$ cat src/rtl/remote_pkg.sv
// Shared definitions for the remote-player link: frame layout, parser states
// and the bit positions of the level/start byte.
package remote_pkg;

  localparam logic [7:0] FRAME_HDR   = 8'hA5;
  localparam int         FRAME_LEN   = 6;
  localparam int         PAYLOAD_LEN = FRAME_LEN - 2;
  localparam int         SLOT_W      = $clog2(PAYLOAD_LEN);
  localparam int         LEVEL_MSB   = 7;
  localparam int         START_BIT   = 5;

  typedef enum logic [1:0] {
    HDR,
    PAYLOAD,
    CHK
  } rx_state_t;

endpackage

$ cat src/rtl/timeout_counter.sv
// Idle/watchdog counter: expired is high once LIMIT-1 enabled cycles have
// accumulated since the last clear, and stays high until cleared.
module timeout_counter #(
  parameter int unsigned LIMIT = 2
) (
  input  logic clk,
  input  logic rst,
  input  logic clear,
  input  logic enable,
  output logic expired
);

  localparam int unsigned   W    = $clog2(LIMIT + 1);
  localparam logic [W-1:0]  LAST = W'(LIMIT - 1);

  logic [W-1:0] count;

  // NOTE: sequential state uses non-blocking assignments so every flop samples
  // pre-edge values regardless of the order blocks are evaluated in.
  always_ff @(posedge clk) begin
    if (rst || clear) begin
      count <= '0;
    end else if (enable && count != LAST) begin
      count <= count + 1'b1;
    end
  end

  assign expired = (count == LAST);

endmodule

$ cat src/rtl/remote_player_rx.sv
// Parses 6-byte remote-player frames from the UART and publishes position,
// level and start flag on good checksums. REMOTE_LINK_TIMEOUT_EN adds a link watchdog.
module remote_player_rx
  import remote_pkg::*;
#(
  parameter int unsigned CLK_HZ       = 65_000_000,
  parameter int unsigned BYTE_TIMEOUT = CLK_HZ / 1000,
  parameter int unsigned LINK_TIMEOUT = CLK_HZ / 2
) (
  input  logic        clk,
  input  logic        rst,
  input  logic [7:0]  rx_data,
  input  logic        rx_valid,
  output logic [11:0] x_value_rm,
  output logic [11:0] y_value_rm,
  output logic [1:0]  level_rm,
  output logic        sync_signal,
  output logic        frame_ok,
  output logic        frame_err,
  output logic        link_up
);

  if (BYTE_TIMEOUT < 2 || LINK_TIMEOUT < 2) begin : g_bad_limits
    $error("remote_player_rx: timeouts must be at least 2 cycles");
  end

  rx_state_t         state, state_eff, state_next;
  logic [2:0]        idx, idx_next;
  logic [7:0]        acc, acc_next;
  logic [7:0]        shadow [PAYLOAD_LEN];
  logic [SLOT_W-1:0] slot;
  logic              shadow_we, good_frame, bad_frame;
  logic              byte_expired, byte_clear, byte_enable;

  assign byte_clear  = (state == HDR) || rx_valid;
  assign byte_enable = (state != HDR);

  timeout_counter #(.LIMIT(BYTE_TIMEOUT)) u_byte_timeout (
    .clk     (clk),
    .rst     (rst),
    .clear   (byte_clear),
    .enable  (byte_enable),
    .expired (byte_expired)
  );

  assign slot = SLOT_W'(idx - 3'd1);

  // An expiring gap forces HDR before this cycle's byte is looked at.
  // NOTE: every always_comb output gets a default first so no path can infer a latch.
  always_comb begin
    state_eff  = byte_expired ? HDR : state;
    state_next = state_eff;
    idx_next   = idx;
    acc_next   = acc;
    shadow_we  = 1'b0;
    good_frame = 1'b0;
    bad_frame  = 1'b0;
    unique case (state_eff)
      HDR: begin
        if (rx_valid && rx_data == FRAME_HDR) begin
          state_next = PAYLOAD;
          acc_next   = '0;
          idx_next   = 3'd1;
        end
      end
      PAYLOAD: begin
        if (rx_valid) begin
          shadow_we = 1'b1;
          acc_next  = acc ^ rx_data;
          if (idx == 3'(PAYLOAD_LEN)) state_next = CHK;
          else                        idx_next   = idx + 3'd1;
        end
      end
      CHK: begin
        if (rx_valid) begin
          good_frame = (rx_data == acc);
          bad_frame  = (rx_data != acc);
          state_next = HDR;
        end
      end
      default: state_next = HDR;
    endcase
  end

  always_ff @(posedge clk) begin
    if (rst) begin
      state <= HDR;
      idx   <= '0;
      acc   <= '0;
    end else begin
      state <= state_next;
      idx   <= idx_next;
      acc   <= acc_next;
    end
  end

  // NOTE: the shadow bytes are deliberately not reset; they are only read after
  // a full frame has rewritten all of them.
  always_ff @(posedge clk) begin
    if (shadow_we) shadow[slot] <= rx_data;
  end

`ifdef REMOTE_LINK_TIMEOUT_EN
  logic link_expired;

  timeout_counter #(.LIMIT(LINK_TIMEOUT)) u_link_watchdog (
    .clk     (clk),
    .rst     (rst),
    .clear   (good_frame),
    .enable  (link_up),
    .expired (link_expired)
  );
`endif

  always_ff @(posedge clk) begin
    if (rst) begin
      x_value_rm  <= '0;
      y_value_rm  <= '0;
      level_rm    <= '0;
      sync_signal <= 1'b0;
      frame_ok    <= 1'b0;
      frame_err   <= 1'b0;
      link_up     <= 1'b0;
    end else begin
      frame_ok  <= good_frame;
      frame_err <= bad_frame;
`ifdef REMOTE_LINK_TIMEOUT_EN
      if (link_expired) begin
        link_up     <= 1'b0;
        sync_signal <= 1'b0;
      end
`endif
      if (good_frame) begin
        x_value_rm <= {shadow[0], shadow[1][7:4]};
        y_value_rm <= {shadow[1][3:0], shadow[2]};
        level_rm   <= shadow[3][LEVEL_MSB -: 2];
        link_up    <= 1'b1;
        if (shadow[3][START_BIT]) sync_signal <= 1'b1;
      end
    end
  end

endmodule

$ cat config.mk
export PLATFORM = sky130hd
export DESIGN_NAME = remote_player_rx
export DESIGN_NICKNAME = d
export VERILOG_FILES = /design/src/rtl/remote_pkg.sv /design/src/rtl/timeout_counter.sv /design/src/rtl/remote_player_rx.sv
export SDC_FILE = /design/constraint.sdc
export NUM_CORES = 1
export LEC_CHECK = 0
export CAP_MARGIN = 25
export CORE_ASPECT_RATIO = 1.5
export CORE_MARGIN = 1
export CORE_UTILIZATION = 50
export CTS_BUF_LIST = sky130_fd_sc_hd__clkbuf_4
export DETAILED_ROUTE_END_ITERATION = 8
export GPL_TIMING_DRIVEN = 0
export PLACE_DENSITY = 0.75
export SKIP_CTS_REPAIR_TIMING = 1
export SLEW_MARGIN = 10
export SYNTH_ARGS = -nofsm -noshare
export SYNTH_HDL_FRONTEND = slang
export SYNTH_HIERARCHICAL = 1
export SYNTH_SLANG_ARGS = --single-unit
$ cat constraint.sdc
create_clock -name clk -period 2.57 [get_ports clk]
set_input_delay 0.514 -clock clk [delete_from_list [all_inputs] [get_ports clk]]
set_output_delay 0.514 -clock clk [all_outputs]
set_load 0.05 [all_outputs]
==> impl_metrics.toml <==
[outcome]
outcome = "completed"

[detailed_routing]
drc = 0
topRoutingLayerUsed = "met4"
met1_length_um = 3000
antenna_left = 0
wirelength_um = 7280
wl_met3_um = 145
wl_per_cell_um = 14.9
drt_pre_antenna_iters = 5
viasPerCell = 5.58
vias = 2729
wl_met2_um = 3910
drt_iter0_drc = 110

[final_layout]
area_growth_pct = 19.6
final_cell_mix = "nand2_1 (61), dfxtp_1 (59), clkdlybuf4s50_1 (39)"
final_util_pct = 62.7
layout_commonest_cell = "nand2_1"
instances_no_fill = 489
layout.nets = 424
drive_above_1_share_pct = 10.5

[cts]
cts_tree = "yes"
cts_buffers = 9
clock_path_buffers = 2
root_buffer = "clkbuf_4"
cts_sinks = 86
clk_pin_slew_ns = 0.12
insertion_delay_ns = 0.42
htreeDepth = 3

[power]
p_leak_uw = 0.00143
switching_share_pct = 21.1
pwr-share-seq_pct = 61.2
power_density_mw_per_mm2 = 525
p_int_uw = 1800
power_frac_clock_pct = 35.4
combPwrFrac_pct = 3.4
p_total_uw = 2290
p_sw_uw = 482
irDropWorstVdd_mv = 0.438

[worst_setup_path]
critPathCapture = "shadow[1][3]"
timing.rr.end = "shadow[1][3]"
ff2ff_path_depth = 8
reg2reg_from = "u_byte_timeout/count[4]"
arrival_ns = 2.55
cp-start-kind = "flop"
endpoint_kind = "flop"
critPathRequiredTime_ns = 2.70
cp-startpoint = "u_byte_timeout/count[4]"
worstSetupPathType = "flop to flop"
reg2reg_slack_ns = 0.15
worstPathMaxFanout = 10

[sta]
period_share_pct = 94.3
worst_slack_ns = 0.146
setup_viol = 0
worst_clock_skew_ns = 0.0146
holdWs_ns = 0.465
worst_slew_margin_rel_pct = 56.3
slew_viol_final = 0
rsz0062_at_grt = "no"
fmax_mhz = 413
hold_viol = 0
worst_pin_slew_ns = 0.656
period_minus_slack_ns = 2.42

[global_route]
grt.overflow.total = 0
grt_pass1_wl_um = 12200
grtUsageTotal_pct = 21.2
antenna_found_initial = 1
grt_max_degree = 14
grt_pass1_vias = 2606

[floorplanning]
pin_count = 41
die_h_um = 107
start_util_pct = 52.5
num_rows = 37
core_mm2 = 0.00694
dieArea_mm2 = 0.00764
dieWidth_um = 71.7

[place]
placed_cells = 466
place_congestion = 0.779
io_buffers = 39
dpl.hpwl_um = 5210
dp_slack_ns = -0.649

[synth]
syn_area_mm2 = 0.00364
synth_cells = 349
synthFlopType = "dfxtp_1"
yosysWarningCount = 6
syn_nets = 366
synth_top_area_cell = "dfxtp_1"
synth_area_leaders = "dfxtp_1 (32%), edfxtp_1 (22%), mux2i_1 (7.4%)"
ys_types = 47
synth-edff-count = 27
synth-seq-cells = 86
seq_area_frac_synth_pct = 54.7
synthArstFlopShare_pct = 0
synth_top_area_share_pct = 32.4
avgSynthCellArea_um2 = 10.4

[hold_path]
holdCritPathClass = "flop to flop"

[run]
max_cap_viol_count = 0
==> worst max-delay path: stages (launching register included) <==
cell and delay, ns:
dfxtp_1 0.54, nand4bb_1 0.22, nor4_1 0.07, clkbuf_2 0.17, or3b_1 0.40, buf_2 0.21, nor2_4 0.13, buf_6 0.15
and2_4 0.23
==> state kept, by name, indices dropped and copies added (netlist names) <==
register              count
y_value_rm               12
sync_signal               1
u_byte_timeout/count     16
state                     2
link_up                   1
shadow                   27
x_value_rm               12
frame_ok                  1
acc                       8
idx                       3
frame_err                 1
level_rm                  2
==> stage by stage <==
step / setup TNS [ns] / cell area (µm²)
3_3_place_gp: -16.96 / 4130
2_1_floorplan: 0 / 3640
3_5_place_dp: -19.18 / 4130
6_report: 0 / 4360
4_1_cts: -20.83 / 4270
5_1_grt: 0 / 4360
==> Yosys cell counts (3+ instances only) <==
cell / instances
a21oi_1: 18
and2_1: 6
clkbuf_1: 11
dfxtp_1: 59
edfxtp_1: 27
ha_1: 6
inv_1: 5
inv_2: 3
mux2i_1: 27
nand2_1: 61
nand3_1: 7
nand3b_1: 10
nand4_1: 7
nor2_1: 20
nor3_1: 8
nor4_1: 3
o21ai_0: 6
o31ai_1: 10
or3_1: 5
or4_1: 3
xnor2_1: 12
xor2_1: 4
==> power groups by stage <==
stage | clock network [µW] | logic [µW] | registers, µW
2_1_floorplan | 0 | 34.7 | 1430
3_3_place_gp | 0 | 74.9 | 1430
4_1_cts | 832 | 76.6 | 1400
5_1_grt | 885 | 84.2 | 1400
6_report | 810 | 76.9 | 1400
3_5_place_dp | 0 | 76.2 | 1430
==> cell families after synthesis <==
logic type	count (synthesis)	share of synthesized area, %
adder cells (fa/ha/maj)	6	2.06
XOR/XNOR	16	3.85
flip-flops	86	54.7
AND/OR/NAND/NOR	146	21.3
buffers and inverters	24	3.16
multiplexers	27	7.42
AO/OA/AOI/OAI	44	7.49
==> how the worst min path moves through the flow <==
stage / start / end / slack, ns / cells past startpoint
5_1_grt: rx_valid / state[0] / 0.45 / 3
2_1_floorplan: u_byte_timeout/count[15] / u_byte_timeout/count[15] / 0.45 / 2
4_1_cts: rx_valid / state[0] / 0.44 / 3
6_report: x_value_rm[8] / x_value_rm[8] / 0.47 / 2
3_5_place_dp: x_value_rm[8] / x_value_rm[8] / 0.45 / 2
3_3_place_gp: x_value_rm[8] / x_value_rm[8] / 0.44 / 2
==> area by class of cell <==
type                       count  area (µm²)
clock inverter                 5        76.3
multi-input combinational    239        1550
sequential                    86        1990
clock buffer                   9        67.6
antenna                        1        2.50
inverter                       8        30.0
timing repair buffer          47         445
tap                           78        97.6
fill                         578        2590
buffer                        16        92.6
==> layer usage <==
layer | global-route usage, % | vias to the layer above
met2 | 37.9 | 51
met4 | 11.8 | 0
met5 | 0 | -
met1 | 22.7 | 1304
li1 | - | 1356
met3 | 4.17 | 18
Note: power is estimated with default switching activity, not from simulation.
